==> src/rtl/load_align_unit_pkg.sv <==
// Shared encodings for the load/store data paths: funct3 codes, load FSM states
// and helpers that classify a load request.
package load_align_unit_pkg;

    localparam logic [2:0] F3_LB  = 3'b000;
    localparam logic [2:0] F3_LH  = 3'b001;
    localparam logic [2:0] F3_LW  = 3'b010;
    localparam logic [2:0] F3_LBU = 3'b100;
    localparam logic [2:0] F3_LHU = 3'b101;

    // Store codes share the low funct3 encoding with the signed loads.
    localparam logic [2:0] F3_SB  = 3'b000;
    localparam logic [2:0] F3_SH  = 3'b001;
    localparam logic [2:0] F3_SW  = 3'b010;

    typedef enum logic [2:0] {
        IDLE   = 3'd0,
        REQ_LO = 3'd1,
        CAP_LO = 3'd2,
        CAP_HI = 3'd3,
        RESP   = 3'd4
    } state_t;

    function automatic logic is_legal(input logic [2:0] f3);
        case (f3)
            F3_LB, F3_LH, F3_LW, F3_LBU, F3_LHU: return 1'b1;
            default:                             return 1'b0;
        endcase
    endfunction

    // A load splits when its last byte lands in the following word.
    function automatic logic is_split(input logic [2:0] f3, input logic [1:0] offset);
        case (f3)
            F3_LH, F3_LHU: return offset == 2'd3;
            F3_LW:         return offset != 2'd0;
            default:       return 1'b0;
        endcase
    endfunction

endpackage

==> src/rtl/load_align_unit_extract.sv <==
// Combinational byte/half/word select from a two-word window plus sign or zero
// extension; usable standalone.
module load_extract
    import load_align_unit_pkg::*;
#(
    parameter int DATA_WIDTH = 32,
    parameter int BYTE_WIDTH = 8
) (
    input  logic [DATA_WIDTH-1:0] lo,
    input  logic [DATA_WIDTH-1:0] hi,
    input  logic [1:0]            offset,
    input  logic [2:0]            funct3,
    output logic [DATA_WIDTH-1:0] result
);

    localparam int SH_W = $clog2(BYTE_WIDTH);

    logic [2*DATA_WIDTH-1:0] merged;
    logic [DATA_WIDTH-1:0]   w;
    logic [SH_W+1:0]         shamt;

    assign shamt  = {offset, {SH_W{1'b0}}};
    assign merged = {hi, lo} >> shamt;
    assign w      = merged[DATA_WIDTH-1:0];

    always_comb begin
        result = '0;
        case (funct3)
            F3_LB:  result = {{(DATA_WIDTH-BYTE_WIDTH){w[BYTE_WIDTH-1]}}, w[BYTE_WIDTH-1:0]};
            F3_LBU: result = {{(DATA_WIDTH-BYTE_WIDTH){1'b0}}, w[BYTE_WIDTH-1:0]};
            F3_LH:  result = {{(DATA_WIDTH-2*BYTE_WIDTH){w[2*BYTE_WIDTH-1]}}, w[2*BYTE_WIDTH-1:0]};
            F3_LHU: result = {{(DATA_WIDTH-2*BYTE_WIDTH){1'b0}}, w[2*BYTE_WIDTH-1:0]};
            F3_LW:  result = w;
            default: result = '0;
        endcase
    end

endmodule

==> src/rtl/load_align_unit.sv <==
// Load path: one request at a time, one or two word reads from a synchronous
// memory, then aligned/extended result presented for one cycle.
module load_align_unit
    import load_align_unit_pkg::*;
#(
    parameter int DATA_WIDTH    = 32,
    parameter int BYTE_WIDTH    = 8,
    parameter int ADDRESS_WIDTH = 9
) (
    input  logic                     clk,
    input  logic                     rst,
    input  logic                     ld_valid,
    output logic                     ld_ready,
    input  logic [2:0]               funct3,
    input  logic [ADDRESS_WIDTH-1:0] A,
    output logic                     mem_re,
    output logic [ADDRESS_WIDTH-1:0] mem_addr,
    input  logic [DATA_WIDTH-1:0]    mem_rdata,
    output logic [DATA_WIDTH-1:0]    result,
    output logic                     result_valid,
    output logic                     ld_illegal
);

    state_t state, state_nx;

    logic [ADDRESS_WIDTH-1:0] base_q;
    logic [1:0]               off_q;
    logic [2:0]               f3_q;
    logic                     split_q;
    logic                     ill_q;
    logic [DATA_WIDTH-1:0]    lo_q;

    logic [DATA_WIDTH-1:0]    ext_lo, ext_hi, ext_result;

    // Read data is consumed straight off the port in the capture state that
    // completes the load, so no separate hi register is needed.
    assign ext_lo = (state == CAP_LO) ? mem_rdata : lo_q;
    assign ext_hi = (state == CAP_HI) ? mem_rdata : '0;

    load_extract #(
        .DATA_WIDTH (DATA_WIDTH),
        .BYTE_WIDTH (BYTE_WIDTH)
    ) u_extract (
        .lo     (ext_lo),
        .hi     (ext_hi),
        .offset (off_q),
        .funct3 (f3_q),
        .result (ext_result)
    );

    always_comb begin
        state_nx = state;
        ld_ready = 1'b0;
        mem_re   = 1'b0;
        mem_addr = base_q;
        case (state)
            IDLE: begin
                ld_ready = 1'b1;
                if (ld_valid)
                    state_nx = is_legal(funct3) ? REQ_LO : RESP;
            end
            REQ_LO: begin
                mem_re   = 1'b1;
                state_nx = CAP_LO;
            end
            CAP_LO: begin
                if (split_q) begin
                    mem_re   = 1'b1;
                    mem_addr = base_q + ADDRESS_WIDTH'(4);
                    state_nx = CAP_HI;
                end else begin
                    state_nx = RESP;
                end
            end
            CAP_HI:  state_nx = RESP;
            RESP:    state_nx = IDLE;
            default: state_nx = IDLE;
        endcase
    end

    assign result_valid = (state == RESP);
    assign ld_illegal   = (state == RESP) && ill_q;

    always_ff @(posedge clk or posedge rst) begin
        if (rst) begin
            state   <= IDLE;
            base_q  <= '0;
            off_q   <= '0;
            f3_q    <= '0;
            split_q <= 1'b0;
            ill_q   <= 1'b0;
            lo_q    <= '0;
            result  <= '0;
        end else begin
            state <= state_nx;
            case (state)
                IDLE: begin
                    if (ld_valid) begin
                        base_q  <= {A[ADDRESS_WIDTH-1:2], 2'b00};
                        off_q   <= A[1:0];
                        f3_q    <= funct3;
                        split_q <= is_split(funct3, A[1:0]);
                        ill_q   <= !is_legal(funct3);
                        if (!is_legal(funct3))
                            result <= '0;
                    end
                end
                CAP_LO: begin
                    lo_q <= mem_rdata;
                    if (!split_q)
                        result <= ext_result;
                end
                CAP_HI:  result <= ext_result;
                default: ;
            endcase
        end
    end

endmodule

==> config.mk <==
export PLATFORM = sky130hd
export DESIGN_NAME = load_align_unit
export DESIGN_NICKNAME = d
export VERILOG_FILES = /design/src/rtl/load_align_unit_pkg.sv /design/src/rtl/load_align_unit_extract.sv /design/src/rtl/load_align_unit.sv
export SDC_FILE = /design/constraint.sdc
export NUM_CORES = 1
export LEC_CHECK = 0
export BUFFER_PORTS_ARGS = -buffer_cell sky130_fd_sc_hd__buf_2
export CORE_ASPECT_RATIO = 1.2
export CORE_MARGIN = 2
export CORE_UTILIZATION = 59
export CTS_CLUSTER_DIAMETER = 80
export DETAILED_ROUTE_END_ITERATION = 10
export PLACE_DENSITY = 0.86
export SETUP_SLACK_MARGIN = 0.15
export SLEW_MARGIN = 25
export SYNTH_ARGS = -nofsm -noshare
export SYNTH_HDL_FRONTEND = slang
export SYNTH_SLANG_ARGS = --single-unit
==> constraint.sdc <==
create_clock -name clk -period 3.99 [get_ports clk]
set_input_delay 0.1995 -clock clk [delete_from_list [all_inputs] [get_ports clk]]
set_output_delay 0.1995 -clock clk [all_outputs]
set_load 0.03 [all_outputs]
==> results of run 1 <==
## stage by stage
| step | area, sq um | utilization, % | instances | total power (W) | hold slack [ns] |
|---|---|---|---|---|---|
| after CTS | 4820 | 70.8 | 551 | 0.00415 | 0.0330 |
| after detailed placement | 4610 | 67.6 | 534 | 0.00351 | 0.374 |
| after global routing | 4830 | 70.9 | 551 | 0.00440 | 0.0442 |
| final | 4830 | 70.9 | 551 | 0.00416 | 0.0331 |
| after floorplan | 4140 | - | 379 | 0.00297 | 0.305 |
| after global placement | 4610 | 67.6 | 534 | 0.00341 | 0.363 |
## power by group
part | total (W) | leakage (nW) | switching [W] | internal [W]
clock network | 0.000635 | 0.107 | 0.000294 | 0.000340
registers | 0.00145 | 1.02 | 0.000259 | 0.00120
logic | 0.00207 | 1.33 | 0.00127 | 0.000808
## Yosys cell counts, drive strengths merged (2+ instances only)
cell / instances
or4b: 2
o21ai: 12
o211ai: 10
mux4: 2
a32oi: 2
a222oi: 14
inv: 25
and3: 2
nand2b: 3
nor2: 14
a22oi: 14
nand3: 20
mux2i: 23
and2: 3
nand2: 49
mux2: 47
nand3b: 2
clkbuf: 11
dfrtp: 81
xnor2: 3
xor2: 3
nor3b: 3
buf: 15
## kinds of logic after synthesis
| logic type | share of synthesized area (%) |
|---|---|
| adder cells (fa/ha/maj) | 0.302 |
| flip-flops | 49.0 |
| buffers and inverters | 5.59 |
| multiplexers | 19.8 |
| XOR/XNOR | 1.27 |
| AO/OA/AOI/OAI | 11.6 |
| AND/OR/NAND/NOR | 12.4 |
| other | 0.0906 |
## routing by layer
metal	part of all wire [%]	vias to the layer above	GRT usage (%)
met5	0	-	0
met3	7.2	42	4.22
met1	39	1702	38.0
met2	50	192	50.4
met4	3.7	0	14.5
li1	-	1512	-
## worst max-delay path by stage
stage | start | to | slack (ns) | cells after the start
final | state[0]$_DFFE_PP0N_ | result[23]$_DFFE_PP0P_ | 1.20 | 6
after global routing | state[0]$_DFFE_PP0N_ | result[23]$_DFFE_PP0P_ | 1.05 | 6
after CTS | state[0]$_DFFE_PP0N_ | result[23]$_DFFE_PP0P_ | 1.25 | 6
after detailed placement | state[0]$_DFFE_PP0N_ | result[23]$_DFFE_PP0P_ | 1.29 | 6
after global placement | state[0]$_DFFE_PP0N_ | result[23]$_DFFE_PP0P_ | 1.38 | 6
after floorplan | state[0]$_DFFE_PP0N_ | mem_addr[7] | 1.55 | 9
## sequential cells by signal, indices dropped and copies added, names as in the netlist
name and count:
ill_q 1, lo_q 32, f3_q 3, base_q 7
state 3, result 32, split_q 1, off_q 2
## worst reg2reg max path, delay by kind of cell (launching register included)
| kind | cells | cell delay, ns |
|---|---|---|
| flip-flops | 1 | 0.49 |
| buffers and inverters | 1 | 0.34 |
| AND/OR/NAND/NOR | 1 | 0.43 |
| AO/OA/AOI/OAI | 2 | 0.54 |
| multiplexers | 2 | 0.86 |
## repair_timing
action,CTS,global route
resized for setup,0,0
endpoints found under the hold margin,45,0
hold buffers,1,0
## cell type report
type                       count  share of cell area (%)
multi-input combinational    247                    39.3
timing repair buffer          95                    10.2
sequential                    81                    42.0
tap                           87                    2.26
clock buffer                  14                    3.58
inverter                      25                    1.97
clock inverter                 2                   0.726
==> metrics.md, run 1 <==
| Metric | Value |
|---|---|
| Status | `complete, no violations` |
| Row cnt | `33` |
| Synth-to-layout area growth | `16.6%` |
| Initial antenna violation count | `0` |
| Global-route wire length before repair | `roughly 17000 um` |
| Peak VDD IR | `approximately 460 uV` |
| Setup bufs post-CTS | `0` |
| H-Tree Depth | `3` |
| Synth area leaders | `dfrtp_1 49%, mux2_2 12%, mux2i_1 5.6%, nand2_1 4.4%, a222oi_1 3.4%` |
| Root buf cell | `clkbuf_8` |
| Most common cell after layout, fill and taps aside | `buf_2` |
| Most frequent cells in the layout | `89 x buf_2, 81 x dfrtp_1, 49 x nand2_1` |
| Critical Path Start Type | `flop` |
| Reg2Reg Setup Slack | `1.20 ns` |
| # clock sinks | `just over 80` |
| IO buf count | `89` |
| Crit path time final | `around 2.8 ns` |
| Die Area | `just under 8000 sq um` |
| Final period util | `between 60% and 70%` |
| R2R Path End | `result[23]$_DFFE_PP0P_` |
| CP max stage delay | `between 0.5 and 0.6 ns` |
| Number of global-route vias before repair | `roughly 3500` |
| Routed len/inst | `about 20 um` |
| Fraction of layout cells with a size suffix above 1 | `about 36%` |
| DR vias/cell | `between 6 and 7` |
| Slew HR | `45.3%` |
| Fraction of the yosys area taken by sequential cells | `about half` |
| Slew Limit Fails | `0` |
| Worst-Skew Late Latency | `~0.36 ns` |
| Delay-heaviest family, CP | `multiplexers` |
| Core ar. | `6810 sq um` |
| Worst Max-Slew Pin Slew | `0.819 ns` |
| Crit-path slowest cell | `mux4_2` |
| Hold Crit Start | `A[8]` |
| Synth cell types | `48` |
| Synthesized area per cell | `approximately 11 sq um` |
| Synth Register Bits | `81` |
| Drt total wl | `10800 um` |
| Worst hold path depth | `3` |
| # fillers | `between 500 and 600` |
| Dominant cell type by area after synthesis | `dfrtp_1` |
| Unrepaired setup endpoints after global routing | `no` |
| Worst setup margin | `~1.2 ns` |
| Predominant post-synthesis flop cell | `dfrtp_1` |
| Critical R2R Launch | `state[0]$_DFFE_PP0N_` |
| GRT Residual Overflow | `0` |
| Initial DRT Pass Iterations | `5` |
| EDFF count, synth | `0` |
| R2r worst-path depth | `6` |
| TritonCTS clock tree | `built` |
| Worst Setup End Kind | `flop` |
| CTS clock-pin slew for the worst setup and hold paths | `roughly 0.08 ns` |
| Detailed Place HPWL | `between 7000 and 8000 um` |
| Area taken by multi-input logic gates | `around 1900 sq um` |
| CP Class | `flop to flop` |
| Starting density of the core | `between 60 and 70%` |
| Overall via count from detail_route | `between 3000 and 4000` |
| I/O pin count | `between 90 and 100` |
| Chip Height | `~96 um` |
| Leak | `roughly 2.5 nW` |
| Fin nets | `507` |
| Final Hold Fails | `0` |
| Buf/Inv on CP | `1` |
| HP Class | `primary input to flop` |
| Die X-Extent | `between 80 and 90 um` |
| Antenna Nets Post-Route | `0` |
| Largest net degree at the start of global routing | `47` |
| Iter 0 DRT Violations | `about 400` |
| Ys async rst share | `100%` |
| Final clock skew | `0.00589 ns` |
| Reg area | `between 2000 and 2500 sq um` |
| Setup Slack @ Placement | `1.29 ns` |
| DRC | `0` |
| All-Layer GR Usage | `29.9%` |
| Hold EP | `base_q[8]$_DFFE_PP0P_` |
| Worst EP required | `between 4 and 5 ns` |
| Fmax | `359 MHz` |
| Antenna diode count | `0` |
| Setup TNS | `0 ns` |
| CP arrival | `roughly 3.0 ns` |
| GPL Wtd Cong | `roughly 0.84` |
| Final setup fails | `0` |
| Worst path cell trace | `nor3b_2 -> buf_4 -> mux2_4 -> mux4_2 -> o2bb2a_4 -> o2111ai_1` |
| YS warnings | `0` |
| Power Dens Cells | `around 860 nW/um^2` |
| Clock Path Buffers | `2` |
| Max Cap Viol | `0` |
| CTS Buf Count | `9` |
| Post-Syn Instances | `roughly 380` |
| Synthesized area | `between 4000 and 5000 sq um` |
| Synth top area share | `between 40% and 50%` |
| Worst-path fanout max | `16` |
(Power assumes the default switching activity.)
==> run 2, diff against run 1 <==
Settings changed: CORE_UTILIZATION 59 to 49, PLACE_DENSITY 0.86 to 0.76.
Clock period 3.99 ns to 2.5 ns, I/O delays scaled along.
==> metrics.md, run 2 (synthesis results as in run 1) <==
| Metric | Value |
|---|---|
| Setup TNS | `0 ns` |
| Synth-to-layout area growth | `25.0%` |
| DR WL met2 | `between 5000 and 6000 um` |
| Unrepaired setup endpoints after global routing | `yes` |
| Max Cap Viol | `0` |
| Clock Path Buffers | `2` |
| Switching share of power | `42.6%` |
| Initial DRT Pass Iterations | `6` |
| R2r worst-path depth | `7` |
| Overall via count from detail_route | `between 3000 and 4000` |
| Die Area | `9200 sq um` |
| Clock power share | `between 10 and 15%` |
| CTS Buf Count | `9` |
| DRC | `0` |
| Metal-1 WL | `4360 um` |
| Critical Path Start Type | `flop` |
| # fillers | `just under 700` |
| Antenna diode count | `0` |
| Worst-Skew Late Latency | `approximately 0.35 ns` |
| Worst-path fanout max | `9` |
| Most frequent cells in the layout | `88 x buf_2, 81 x dfrtp_1, 49 x nand2_1` |
| Starting density of the core | `50.8%` |
| Status | `complete, no violations` |
| Iter 0 DRT Violations | `between 200 and 300` |
| Row cnt | `36` |
| IO buf count | `approximately 90` |
| CP arrival | `~2.5 ns` |
| All-Layer GR Usage | `around 25%` |
| R2R Path End | `result[29]$_DFFE_PP0P_` |
| Peak VDD IR | `~670 uV` |
| HP Class | `primary input to flop` |
| Most common cell after layout, fill and taps aside | `buf_2` |
| # clock sinks | `81` |
| Top layer in use | `met4` |
| Biggest regs | `lo_q: 32 flops, result: 32 flops, base_q: 7 flops` |
| Fmax | `about 430 MHz` |
| TritonCTS clock tree | `built` |
| Logic gate share of total power | `between 50 and 60%` |
| Slew Limit Fails | `0` |
| Worst setup margin | `roughly 0.19 ns` |
| Hold Crit Start | `A[2]` |
| Setup Slack @ Placement | `about 0.16 ns` |
| Power Dens Cells | `approximately 1300 nW/um^2` |
| Worst EP required | `2.74 ns` |
| GPL Wtd Cong | `around 0.83` |
| Global-route wire length before repair | `between 15000 and 20000 um` |
| Internal power | `0.00393 W` |
| Detailed Place HPWL | `roughly 7400 um` |
| Reg2Reg Setup Slack | `approximately 0.19 ns` |
| DR vias/cell | `5.73` |
| Largest net degree at the start of global routing | `63` |
| Final setup fails | `0` |
| Final Util | `a little under two thirds` |
| Worst hold path depth | `2` |
| Psw | `slightly below 0.003 W` |
| Final clock skew | `~0.0079 ns` |
| Critical R2R Launch | `state[0]$_DFFE_PP0N_` |
| Chip Height | `105 um` |
| Worst Setup End Kind | `flop` |
| I/O pin count | `slightly above 90` |
| CTS clock-pin slew for the worst setup and hold paths | `~0.08 ns` |
| Number of global-route vias before repair | `approximately 3500` |
| Die X-Extent | `roughly 88 um` |
| Root buf cell | `clkbuf_8` |
| CP Class | `flop to flop` |
| Fin Hold WS | `around 0.01 ns` |
| Leak | `roughly 2.6 nW` |
| Routed len/inst | `17.9 um` |
| Crit path to | `result[29]$_DFFE_PP0P_` |
| Met3 Wirelength | `around 750 um` |
| Sequential share of power | `about 33%` |
| Fraction of layout cells with a size suffix above 1 | `39.5%` |
| GRT Residual Overflow | `0` |
| Antenna Nets Post-Route | `0` |
| Crit path time final | `between 2 and 2.5 ns` |
| Launch point of the critical path | `state[0]$_DFFE_PP0N_` |
| Fin nets | `between 500 and 600` |
| Slew HR | `~64%` |
| H-Tree Depth | `3` |
| Core ar. | `~8000 sq um` |
| Initial antenna violation count | `0` |
| Worst Max-Slew Pin Slew | `around 0.54 ns` |
| Final period util | `a little over 90%` |
| Drt total wl | `between 10000 and 15000 um` |
| Final Hold Fails | `0` |
run 2: cell types whose count changed in the layout (fill, tap and decap cells not counted), sizes merged:
cell,change
dlygate4sd3,+5
buf,+18
clkbuf,-1
clkinvlp,+2
run 2: layout make-up:
| cell class | instances | area, sq um | share of cell area (%) |
|---|---|---|---|
| Sequential cell | 81 | 2030 | 39.2 |
| Inverter | 25 | 95.1 | 1.84 |
| Clock buffer | 12 | 165 | 3.19 |
| Clock inverter | 4 | 50.0 | 0.967 |
| Multi-Input combinational cell | 247 | 1920 | 37.1 |
| Tap cell | 114 | 143 | 2.76 |
| Timing Repair Buffer | 119 | 776 | 15.0 |
run 2: worst max-delay path, cell delays in order, from the launching register on:
cell       delay [ns]
dfrtp_1          0.43
nor3b_2          0.25
clkbuf_16        0.20
mux2_4           0.31
mux4_2           0.53
o2bb2a_4         0.27
buf_12           0.13
nand3_1          0.06
run 2: per-layer routing:
layer  global-route usage, %  vias up
li1                        -     1568
met3                    4.74       24
met2                    40.4      147
met5                       0        -
met4                    7.58        0
met1                    33.0     1709
run 2: how the worst min path moves through the flow:
stage                            endpoint  slack, ns
global placement     state[2]$_DFFE_PP0N_       0.11
detailed placement   state[2]$_DFFE_PP0N_       0.12
finish              base_q[2]$_DFFE_PP0P_       0.01
CTS                 base_q[2]$_DFFE_PP0P_     0.0008
floorplan           base_q[5]$_DFFE_PP0P_       0.23
global route        base_q[2]$_DFFE_PP0P_      0.008
run 2: what timing repair did:
item	4_1_cts	5_1_grt
hold buffers	6	0
gates cloned	0	0
hold endpoints to repair	24	0
buffers inserted	3	2
resized for setup	3	9
pin swaps	2	3
endpoints found under the setup margin	5	21
run 2: power groups by stage:
| stage | sequential (W) | combinational [W] | clock (W) |
|---|---|---|---|
| global route | 0.00234 | 0.00385 | 0.00109 |
| floorplan | 0.00255 | 0.00219 | 0 |
| finish | 0.00228 | 0.00355 | 0.00101 |
| CTS | 0.00227 | 0.00349 | 0.00103 |
| detailed placement | 0.00228 | 0.00343 | 0 |
| global placement | 0.00226 | 0.00334 | 0 |
run 2: metrics by stage:
step	instance area, sq um	total power [W]	instances
floorplan	4150	0.00474	379
finish	5180	0.00684	602
detailed placement	4790	0.00571	575
global route	5180	0.00729	602
global placement	4790	0.00559	575
CTS	5110	0.00679	600
